$ cat config.mk
export PLATFORM = sky130hd
export DESIGN_NAME = mdu_sequencer
export DESIGN_NICKNAME = d
export VERILOG_FILES = /design/src/rtl/mdu_sequencer_pkg.sv /design/src/rtl/mdu_iter_step.sv /design/src/rtl/mdu_sequencer.sv
export SDC_FILE = /design/constraint.sdc
export NUM_CORES = 1
export LEC_CHECK = 0
export CELL_PAD_IN_SITES_DETAIL_PLACEMENT = 1
export CELL_PAD_IN_SITES_GLOBAL_PLACEMENT = 1
export CORE_UTILIZATION = 30
export CTS_CLUSTER_DIAMETER = 30
export DETAILED_ROUTE_END_ITERATION = 16
export PLACE_DENSITY_LB_ADDON = 0.1
export SLEW_MARGIN = 20
export SYNTH_ARGS = -nofsm -noshare
export SYNTH_HDL_FRONTEND = slang
export SYNTH_SLANG_ARGS = --single-unit
export TNS_END_PERCENT = 10
$ cat constraint.sdc
create_clock -name clock_i -period 3.8 [get_ports clock_i]
set_clock_uncertainty 0.05 [all_clocks]
set_input_delay 0.57 -clock clock_i [delete_from_list [all_inputs] [get_ports clock_i]]
set_output_delay 0.57 -clock clock_i [all_outputs]
set_load 0.1 [all_outputs]
$ cat src/rtl/mdu_sequencer_pkg.sv
// ---- mdu_sequencer_pkg: shared MDU types and constants | rev 1.0 ----
`default_nettype none

package mdu_sequencer_pkg;

  typedef enum logic [0:0] {MDU_MULTU, MDU_DIVU} mdu_op_t;

  typedef enum logic [1:0] {MDU_IDLE, MDU_RUN, MDU_COMMIT} mdu_state_t;

  localparam int MDU_CYCLES = 32;

endpackage

`default_nettype wire

$ cat src/rtl/mdu_iter_step.sv
// ---- mdu_iter_step: one radix-2 shift-add multiply / restoring divide step | rev 1.0 ----
`default_nettype none

module mdu_iter_step
  import mdu_sequencer_pkg::*;
#(
  parameter int WIDTH = MDU_CYCLES
) (
  input  mdu_op_t          op_i,
  input  logic [WIDTH-1:0] acc_hi_i,
  input  logic [WIDTH-1:0] acc_lo_i,
  input  logic [WIDTH-1:0] opb_i,
  output logic [WIDTH-1:0] acc_hi_o,
  output logic [WIDTH-1:0] acc_lo_o
);

  logic [WIDTH:0] sum;
  logic [WIDTH:0] rem_sh;
  logic [WIDTH:0] diff;
  logic           borrow;

  always_comb begin
    sum    = {1'b0, acc_hi_i} + ({(WIDTH+1){acc_lo_i[0]}} & {1'b0, opb_i});
    rem_sh = {acc_hi_i, acc_lo_i[WIDTH-1]};
    diff   = rem_sh - {1'b0, opb_i};
    // Remainder stays below the divisor, so the top bit of the W+1-bit trial is the borrow.
    borrow = diff[WIDTH];

    acc_hi_o = '0;
    acc_lo_o = '0;
    if (op_i == MDU_MULTU) begin
      acc_hi_o = sum[WIDTH:1];
      acc_lo_o = {sum[0], acc_lo_i[WIDTH-1:1]};
    end else begin
      acc_hi_o = borrow ? rem_sh[WIDTH-1:0] : diff[WIDTH-1:0];
      acc_lo_o = {acc_lo_i[WIDTH-2:0], ~borrow};
    end
  end

endmodule

`default_nettype wire

$ cat src/rtl/mdu_sequencer.sv
// ---- mdu_sequencer: iterative MULTU/DIVU sequencer with HI/LO registers and stall control | rev 1.0 ----
`default_nettype none

module mdu_sequencer
  import mdu_sequencer_pkg::*;
#(
  parameter int WIDTH = MDU_CYCLES
) (
  input  logic             clock_i,
  input  logic             reset_ni,
  input  logic             start_i,
  input  mdu_op_t          op_i,
  input  logic [WIDTH-1:0] rs_value_i,
  input  logic [WIDTH-1:0] rt_value_i,
  input  logic             read_req_i,
  input  logic             read_sel_i,
  output logic [WIDTH-1:0] read_data_o,
  output logic             busy_o,
  output logic             stall_o,
  output logic             done_o
);

  localparam int CNT_W = (WIDTH > 1) ? $clog2(WIDTH) : 1;

  mdu_state_t       state_q, state_d;
  logic [CNT_W-1:0] count_q, count_d;
  mdu_op_t          op_q;
  logic [WIDTH-1:0] opb_q, acc_hi_q, acc_lo_q, hi_q, lo_q;
  logic [WIDTH-1:0] step_hi, step_lo;
  logic             accept, div_zero;

  assign accept   = (state_q == MDU_IDLE) && start_i;
  assign div_zero = (op_i == MDU_DIVU) && (rt_value_i == '0);

  mdu_iter_step #(.WIDTH(WIDTH)) u_step (
    .op_i     (op_q),
    .acc_hi_i (acc_hi_q),
    .acc_lo_i (acc_lo_q),
    .opb_i    (opb_q),
    .acc_hi_o (step_hi),
    .acc_lo_o (step_lo)
  );

  always_ff @(posedge clock_i or negedge reset_ni) begin
    if (!reset_ni) begin
      state_q <= MDU_IDLE;
      count_q <= '0;
    end else begin
      state_q <= state_d;
      count_q <= count_d;
    end
  end

  always_comb begin
    state_d = state_q;
    count_d = count_q;
    busy_o  = 1'b0;
    done_o  = 1'b0;
    case (state_q)
      MDU_IDLE: begin
        if (start_i) begin
          count_d = '0;
          state_d = div_zero ? MDU_COMMIT : MDU_RUN;
        end
      end
      MDU_RUN: begin
        busy_o  = 1'b1;
        count_d = count_q + CNT_W'(1);
        if (count_q == CNT_W'(WIDTH - 1)) begin
          count_d = '0;
          state_d = MDU_COMMIT;
        end
      end
      MDU_COMMIT: begin
        busy_o  = 1'b1;
        done_o  = 1'b1;
        state_d = MDU_IDLE;
      end
      default: state_d = MDU_IDLE;
    endcase
  end

  assign stall_o     = busy_o & (read_req_i | start_i);
  assign read_data_o = read_sel_i ? hi_q : lo_q;

  // Operands live only in the accumulator until COMMIT, so an aborted run never reaches HI/LO.
  always_ff @(posedge clock_i or negedge reset_ni) begin
    if (!reset_ni) begin
      op_q     <= MDU_MULTU;
      opb_q    <= '0;
      acc_hi_q <= '0;
      acc_lo_q <= '0;
      hi_q     <= '0;
      lo_q     <= '0;
    end else begin
      if (accept) begin
        op_q <= op_i;
        if (div_zero) begin
          opb_q    <= rt_value_i;
          acc_hi_q <= rs_value_i;
          acc_lo_q <= '1;
        end else if (op_i == MDU_MULTU) begin
          opb_q    <= rs_value_i;
          acc_hi_q <= '0;
          acc_lo_q <= rt_value_i;
        end else begin
          opb_q    <= rt_value_i;
          acc_hi_q <= '0;
          acc_lo_q <= rs_value_i;
        end
      end else if (state_q == MDU_RUN) begin
        acc_hi_q <= step_hi;
        acc_lo_q <= step_lo;
      end
      if (state_q == MDU_COMMIT) begin
        hi_q <= acc_hi_q;
        lo_q <= acc_lo_q;
      end
    end
  end

endmodule

`default_nettype wire

==> results of run 1 <==
[repair_timing]
item	CTS	global route
setup buffers	2	1
pin swaps	0	2
hold buffers	0	0
endpoints found under the setup margin	2	25
resized for setup	0	10
[placed cells by master (no fill, tap or decap), types with 5 or more instances in the layout]
| cell | netlist | routed |
|---|---|---|
| clkdlybuf4s50_1 | 0 | 68 |
| inv_6 | 0 | 5 |
| nand3_1 | 19 | 19 |
| xnor2_1 | 30 | 29 |
| nor3b_1 | 7 | 7 |
| nor3_1 | 35 | 33 |
| dfrtp_1 | 168 | 167 |
| a21oi_1 | 85 | 84 |
| ha_1 | 69 | 66 |
| and3_1 | 14 | 14 |
| xor2_1 | 21 | 21 |
| nor2_1 | 70 | 70 |
| inv_1 | 49 | 49 |
| o21bai_1 | 5 | 5 |
| mux2_2 | 128 | 128 |
| o21a_1 | 11 | 11 |
| or3_1 | 6 | 6 |
| a21o_1 | 21 | 20 |
| o31ai_1 | 13 | 13 |
| o211ai_1 | 16 | 16 |
| buf_12 | 0 | 38 |
| a31oi_1 | 22 | 22 |
| and2_1 | 39 | 38 |
| a211oi_1 | 13 | 12 |
| nor2b_1 | 6 | 6 |
| a22o_1 | 5 | 5 |
| nand2b_1 | 18 | 18 |
| nand4_1 | 11 | 11 |
| buf_4 | 0 | 98 |
| a22oi_1 | 6 | 6 |
| nand2_1 | 142 | 141 |
| clkbuf_16 | 0 | 17 |
| nor4_1 | 14 | 13 |
| mux2i_1 | 68 | 68 |
| o21ai_0 | 190 | 190 |
[metrics by stage]
step / setup TNS, ns / hold slack, ns / cell area (um^2) / std cells / setup WS (ns)
finish: 0 / 0.02546 / 15990 / 2147 / 0.2378
floorplan: 0 / 0.2244 / 12810 / 1456 / 0.2283
global route: 0 / 0.07115 / 15990 / 2147 / 0.01016
detailed placement: -0.001988 / 0.4405 / 15340 / 2112 / -0.001988
global placement: 0 / 0.4334 / 15340 / 2112 / 0.03764
CTS: 0 / 0.05663 / 15940 / 2146 / 0.02752
[state kept, by name, summed over array words and instances (netlist names)]
signal and flops:
acc_hi_q 32, acc_lo_q 32, count_q 5, hi_q 32, lo_q 32, op_q 1
opb_q 32, state_q 2
[final cells by class]
class,instances,area (um^2),area share
Multi-Input combinational cell,1152,8160,0.5103
Sequential cell,168,4205,0.2630
Timing Repair Buffer,205,2191,0.1370
Tap cell,539,674.4,0.04217
Clock buffer,20,456.7,0.02856
Inverter,51,191.4,0.01197
Clock inverter,12,112.6,0.007042
[worst max-delay path: cells and delay by family (launching register included)]
| family | cells | cell delay [ns] |
|---|---|---|
| AOI/OAI and AO/OA | 8 | 1.81 |
| buffers and inverters | 3 | 0.57 |
| DFF | 1 | 0.39 |
| adders and majority gates | 1 | 0.30 |
| and+or+nand+nor | 1 | 0.18 |
| muxes | 1 | 0.12 |
[cell families after synthesis]
logic type	after synthesis	synth area share
adder cells (fa/ha/maj)	71	0.07052
AO/OA/AOI/OAI	444	0.2123
buffers and inverters	136	0.04112
multiplexers	197	0.1665
XOR/XNOR	52	0.03702
AND/OR/NAND/NOR	388	0.1443
flip-flops	168	0.3282
[how the worst min path moves through the flow]
stage | startpoint | endpoint | cells after the start
floorplan | reset_ni | acc_hi_q[0]$_DFFE_PN0P_ | 0
finish | reset_ni | acc_hi_q[27]$_DFFE_PN0P_ | 1
global route | reset_ni | opb_q[25]$_DFFE_PN0P_ | 1
global placement | hi_q[21]$_DFFE_PN0P_ | hi_q[21]$_DFFE_PN0P_ | 1
CTS | reset_ni | opb_q[31]$_DFFE_PN0P_ | 1
detailed placement | hi_q[20]$_DFFE_PN0P_ | hi_q[20]$_DFFE_PN0P_ | 1
[routing by layer]
layer,share of wire,up-vias,global-route usage
met5,0,-,0
met4,0.020,0,0.06973
met3,0.034,43,0.02690
met2,0.44,222,0.3699
met1,0.51,6046,0.3671
li1,-,5590,-
==> results.json, run 1 <==
{
  "place.port_buffers": 104,
  "cap_viol_max_count": 0,
  "max_freq_ghz": 0.2807,
  "grt_pass1_vias": 12562,
  "synth_cell_types": 72,
  "synth_ff_type": "dfrtp_1",
  "cp_max_fo": 23,
  "die_h_um": 208.6,
  "die_area_mm2": 0.04353,
  "io_pins": 105,
  "syn_area_mm2": 0.01281,
  "startpoint": "acc_lo_q[0]$_DFFE_PN0P_",
  "die_w_um": 208.6,
  "grt_max_degree": 61,
  "yosysMostFrequentCell": "o21ai_0",
  "synthCells": 1456,
  "placement_rows": 75,
  "htree_levels": 4,
  "r2r-start": "acc_lo_q[0]$_DFFE_PN0P_",
  "arrival_ns": 3.85,
  "ys_warn_count": 0,
  "synthTopCellsByCount": "o21ai_0 (190), dfrtp_1 (168), nand2_1 (142)",
  "overflow": 0,
  "finalSetupViolations": 0,
  "postSynth.asyncResetShare": 1.000,
  "maxSlewHeadroom": 0.2643,
  "routed_via_density": 5.543,
  "crit_path_max_incr_delay_ns": 0.41,
  "worst_slew_pin_slew_ns": 1.100,
  "drt_iter0_drc": 776,
  "antenna_cells": 0,
  "hpwl_um": 40480,
  "synth-seq-cells": 168,
  "vias": 11901,
  "syn_nets": 1597,
  "gp_congestion": 0.8836,
  "reg2regPathDepth": 14,
  "cp-start-kind": "flip-flop",
  "cts_made_buffers": 17,
  "drc": 0,
  "cts_sinks": 168,
  "cp_slowest_cell": "a2111oi_0",
  "start_util": 0.3047,
  "grt_pass1_wl_um": 80750,
  "ant_nets": 0,
  "clock_latency_ns": 0.47,
  "status": "complete, no violations",
  "cts_tree": "built",
  "finalCritPeriodShare": 0.9374,
  "synth_top_area_frac": 0.3282,
  "finish.utilization": 0.3804,
  "cp-end-kind": "flip-flop",
  "hold_class": "input port to async pin",
  "min_period_ns": 3.562,
  "fillers": 4834,
  "cts.clk_slew.worst_paths_ns": 0.07,
  "r2r_slack_ns": 0.24,
  "crit_path_cell_trace": "buf_4 > and2_1 > ha_1 > a21oi_1 > o21ai_0 > a2111oi_0 > buf_4 > o31ai_1 > a31oi_1 > o31ai_1 > buf_4 > a31oi_1 > mux2i_1 > o41a_1",
  "syn_area_per_cell_um2": 8.798,
  "hold_viol": 0,
  "rr_endpoint": "acc_hi_q[28]$_DFFE_PN0P_",
  "slew_violations": 0,
  "drtPass1Iterations": 5,
  "core_mm2": 0.04204,
  "yosysTopAreaCell": "dfrtp_1",
  "synth.area.top_cells": "dfrtp_1 (33%), mux2_2 (11%), o21ai_0 (7.4%)",
  "routedWlPerCell_um": 24.34,
  "root_buffer": "clkbuf_16",
  "cp.required_ns": 4.09,
  "clock_path_buffers": 2,
  "ys_seq_area_frac": 0.3282,
  "path_common_cell": "buf_4",
  "antenna_found_initial": 3,
  "synthToLayoutAreaGrowth_pct": 24.84,
  "path_class": "flip-flop to flip-flop",
  "drive_gt1_frac": 0.1996,
  "rsz0062_at_grt": "no",
  "final_nets": 1736,
  "grtUsageTotal": 0.2453,
  "routed_wl_um": 52250,
  "crit_end": "acc_hi_q[28]$_DFFE_PN0P_",
  "synth_enable_flop_cells": 0
}
Power of run 1 is not shown: default switching activity piles up to over one toggle a cycle in this logic, so the estimate is an artifact.
==> run 2: changes to the inputs <==
--- a/config.mk
+++ b/config.mk
@@ -9,6 +9,7 @@
 export CELL_PAD_IN_SITES_GLOBAL_PLACEMENT = 1
 export CORE_UTILIZATION = 30
 export CTS_CLUSTER_DIAMETER = 30
+export CTS_CLUSTER_SIZE = 10
 export DETAILED_ROUTE_END_ITERATION = 16
 export PLACE_DENSITY_LB_ADDON = 0.1
 export SLEW_MARGIN = 20
==> results of run 2 <==
No change in the layout: final DEF, timing and power equal those of run 1.
Power of run 2 is left out for the same reason.
==> run 3: changes to the inputs <==
--- a/config.mk
+++ b/config.mk
@@ -7,6 +7,7 @@
 export LEC_CHECK = 0
 export CELL_PAD_IN_SITES_DETAIL_PLACEMENT = 1
 export CELL_PAD_IN_SITES_GLOBAL_PLACEMENT = 1
+export CORE_ASPECT_RATIO = 1.2
 export CORE_UTILIZATION = 30
 export CTS_CLUSTER_DIAMETER = 30
 export CTS_CLUSTER_SIZE = 10
==> constraint.sdc (replaced) <==
create_clock -name clock_i -period 3.71 [get_ports clock_i]
set_clock_uncertainty 0.05 [all_clocks]
set_input_delay 0.5565 -clock clock_i [delete_from_list [all_inputs] [get_ports clock_i]]
set_output_delay 0.5565 -clock clock_i [all_outputs]
set_load 0.1 [all_outputs]
==> run 3 against run 2 <==
- maximum frequency decreased by 0.60%
- largest cell class unchanged
- register-to-register slack got worse by 0.11 ns
- non-clock buffer count increased by 17
- routed wire length decreased by 0.66%
- global-route usage decreased by 0.10 points
- die area about the same
- flip-flop and latch count unchanged
- cell area increased by 1.3%
- via count increased by 0.14%
- final cell count increased by 1.1%
==> results.json, run 3 (synthesis gave the netlist of run 1 again) <==
{
  "status": "complete, no violations",
  "maxSlewHeadroom": 0.3696,
  "hold_class": "input port to async pin",
  "cap_viol_max_count": 0,
  "cts_made_buffers": 17,
  "cts_sinks": 168,
  "grt_pass1_wl_um": 79710,
  "hold_viol": 0,
  "finalNonFillerCells": 2171,
  "die_area_mm2": 0.04353,
  "cts.clk_slew.worst_paths_ns": 0.08,
  "mostFrequentLayoutCells": "o21ai_0 (189), dfrtp_1 (167), nand2_1 (141)",
  "hold_buffers": 0,
  "die_h_um": 228.4,
  "min_period_ns": 3.584,
  "start_util": 0.3053,
  "root_buffer": "clkbuf_16",
  "final.setup.tns_ns": 0,
  "grtUsageMet3": 0.03255,
  "cp_max_fo": 7,
  "place.port_buffers": 104,
  "slew_violations": 0,
  "max_freq_ghz": 0.2790,
  "htree_levels": 4,
  "fillers": 4765,
  "path_class": "flip-flop to flip-flop",
  "synthToLayoutAreaGrowth_pct": 26.40,
  "rsz0062_at_grt": "yes",
  "io_pins": 105,
  "multi_input_area_mm2": 0.008158,
  "cp-start-kind": "flip-flop",
  "cp-end-kind": "flip-flop",
  "cp.required_ns": 4.01,
  "antenna_cells": 0,
  "die_w_um": 190.6,
  "cellPowerDensity_mw_per_mm2": 1148,
  "final_area_mm2": 0.01619,
  "arrival_ns": 3.88,
  "grt-busiest-layer": "met2",
  "routedWlPerCell_um": 23.91,
  "postPlaceCellArea_mm2": 0.01549,
  "gp_congestion": 0.8895,
  "final_common_cell": "o21ai_0",
  "finish.utilization": 0.3859,
  "finalCritPeriodShare": 0.9660,
  "vias": 11918,
  "placement_rows": 82,
  "reg2regPathDepth": 13,
  "core_mm2": 0.04196,
  "clock_path_buffers": 2,
  "use_met1": 0.3479,
  "grt_pass1_vias": 12624,
  "drive_gt1_frac": 0.2092,
  "cts_tree": "built",
  "use_met2": 0.3850,
  "ant_nets": 0,
  "fin_hold_ws_ns": 0.1143,
  "drc": 0,
  "routed_wl_um": 51900,
  "overflow": 0,
  "power_leakage_nw": 6.992,
  "finalSetupViolations": 0,
  "grt_max_degree": 101,
  "clock_latency_ns": 0.46,
  "placedCellCount": 2136,
  "seqCellArea_mm2": 0.004205,
  "routed_via_density": 5.490,
  "peakVddDrop_mv": 0.6365,
  "drtPass1Iterations": 5,
  "hpwl_um": 40270,
  "worst_slew_pin_slew_ns": 0.9456,
  "grtUsageTotal": 0.2443,
  "final_nets": 1753,
  "drt_iter0_drc": 575,
  "antenna_found_initial": 4
}
run 3: cell types whose count changed in the layout (fill, tap and decap cells not counted), moves of 2 or more:
cell and change:
clkinv_2 -4, clkinv_8 +5, inv_8 +2, buf_4 +15
clkbuf_8 -2
run 3: through the flow:
stage                     total power [mW]  setup slack, ns
after floorplan                      11.62           0.1383
after global placement               16.22          0.05126
after detailed placement             16.37         0.004632
after CTS                            18.40          0.01746
after global routing                 19.91         -0.01589
final                                18.58           0.1263
run 3: worst paths after layout:
kind,start,to,slack [ns]
max,opb_q[19]$_DFFE_PN0P_,acc_hi_q[4]$_DFFE_PN0P_,0.13
min,reset_ni,hi_q[10]$_DFFE_PN0P_,0.11
max reg2reg,opb_q[19]$_DFFE_PN0P_,acc_hi_q[4]$_DFFE_PN0P_,0.13
min reg2reg,opb_q[16]$_DFFE_PN0P_,opb_q[16]$_DFFE_PN0P_,0.45
max in group asynchronous,reset_ni,op_q$_DFFE_PN0P_,2.73
min in group clock_i,opb_q[16]$_DFFE_PN0P_,opb_q[16]$_DFFE_PN0P_,0.45
run 3: critical path, stage by stage (launching register included):
cell,delay (ns)
dfrtp_1,0.37
inv_1,0.07
ha_1,0.30
nand4_1,0.20
or4_1,0.57
a211oi_2,0.26
nor3_2,0.10
o41ai_4,0.37
buf_4,0.18
xor2_4,0.17
buf_12,0.15
mux2_1,0.33
a221oi_1,0.25
nor3_1,0.09
run 3: power by group:
| group | internal [mW] | total [mW] | switching [mW] |
|---|---|---|---|
| Clock | 0.919 | 1.89 | 0.968 |
| Sequential | 2.70 | 3.41 | 0.710 |
| Combinational | 5.33 | 13.3 | 7.96 |
| Total | 8.94 | 18.6 | 9.64 |
run 3: layer usage:
| metal | up-vias | wire length [um] |
|---|---|---|
| li1 | 5629 | - |
| met1 | 6017 | 24950 |
| met2 | 226 | 24090 |
| met3 | 46 | 1831 |
| met4 | 0 | 1030 |
| met5 | - | 0 |
run 3: cell type report:
class	count	area share
Tap cell	546	0.04219
Timing Repair Buffer	222	0.1451
Multi-Input combinational cell	1152	0.5038
Clock inverter	14	0.01082
Clock buffer	18	0.02650
Inverter	51	0.01182
Sequential cell	168	0.2597
run 3: timing repair:
item | in CTS | in global routing
pin swaps | 0 | 4
resized for setup | 2 | 10
endpoints found under the setup margin | 2 | 21
hold endpoints to repair | 0 | 0
gates cloned | 0 | 1
setup buffers | 0 | 2
(Power assumes the default switching activity.)
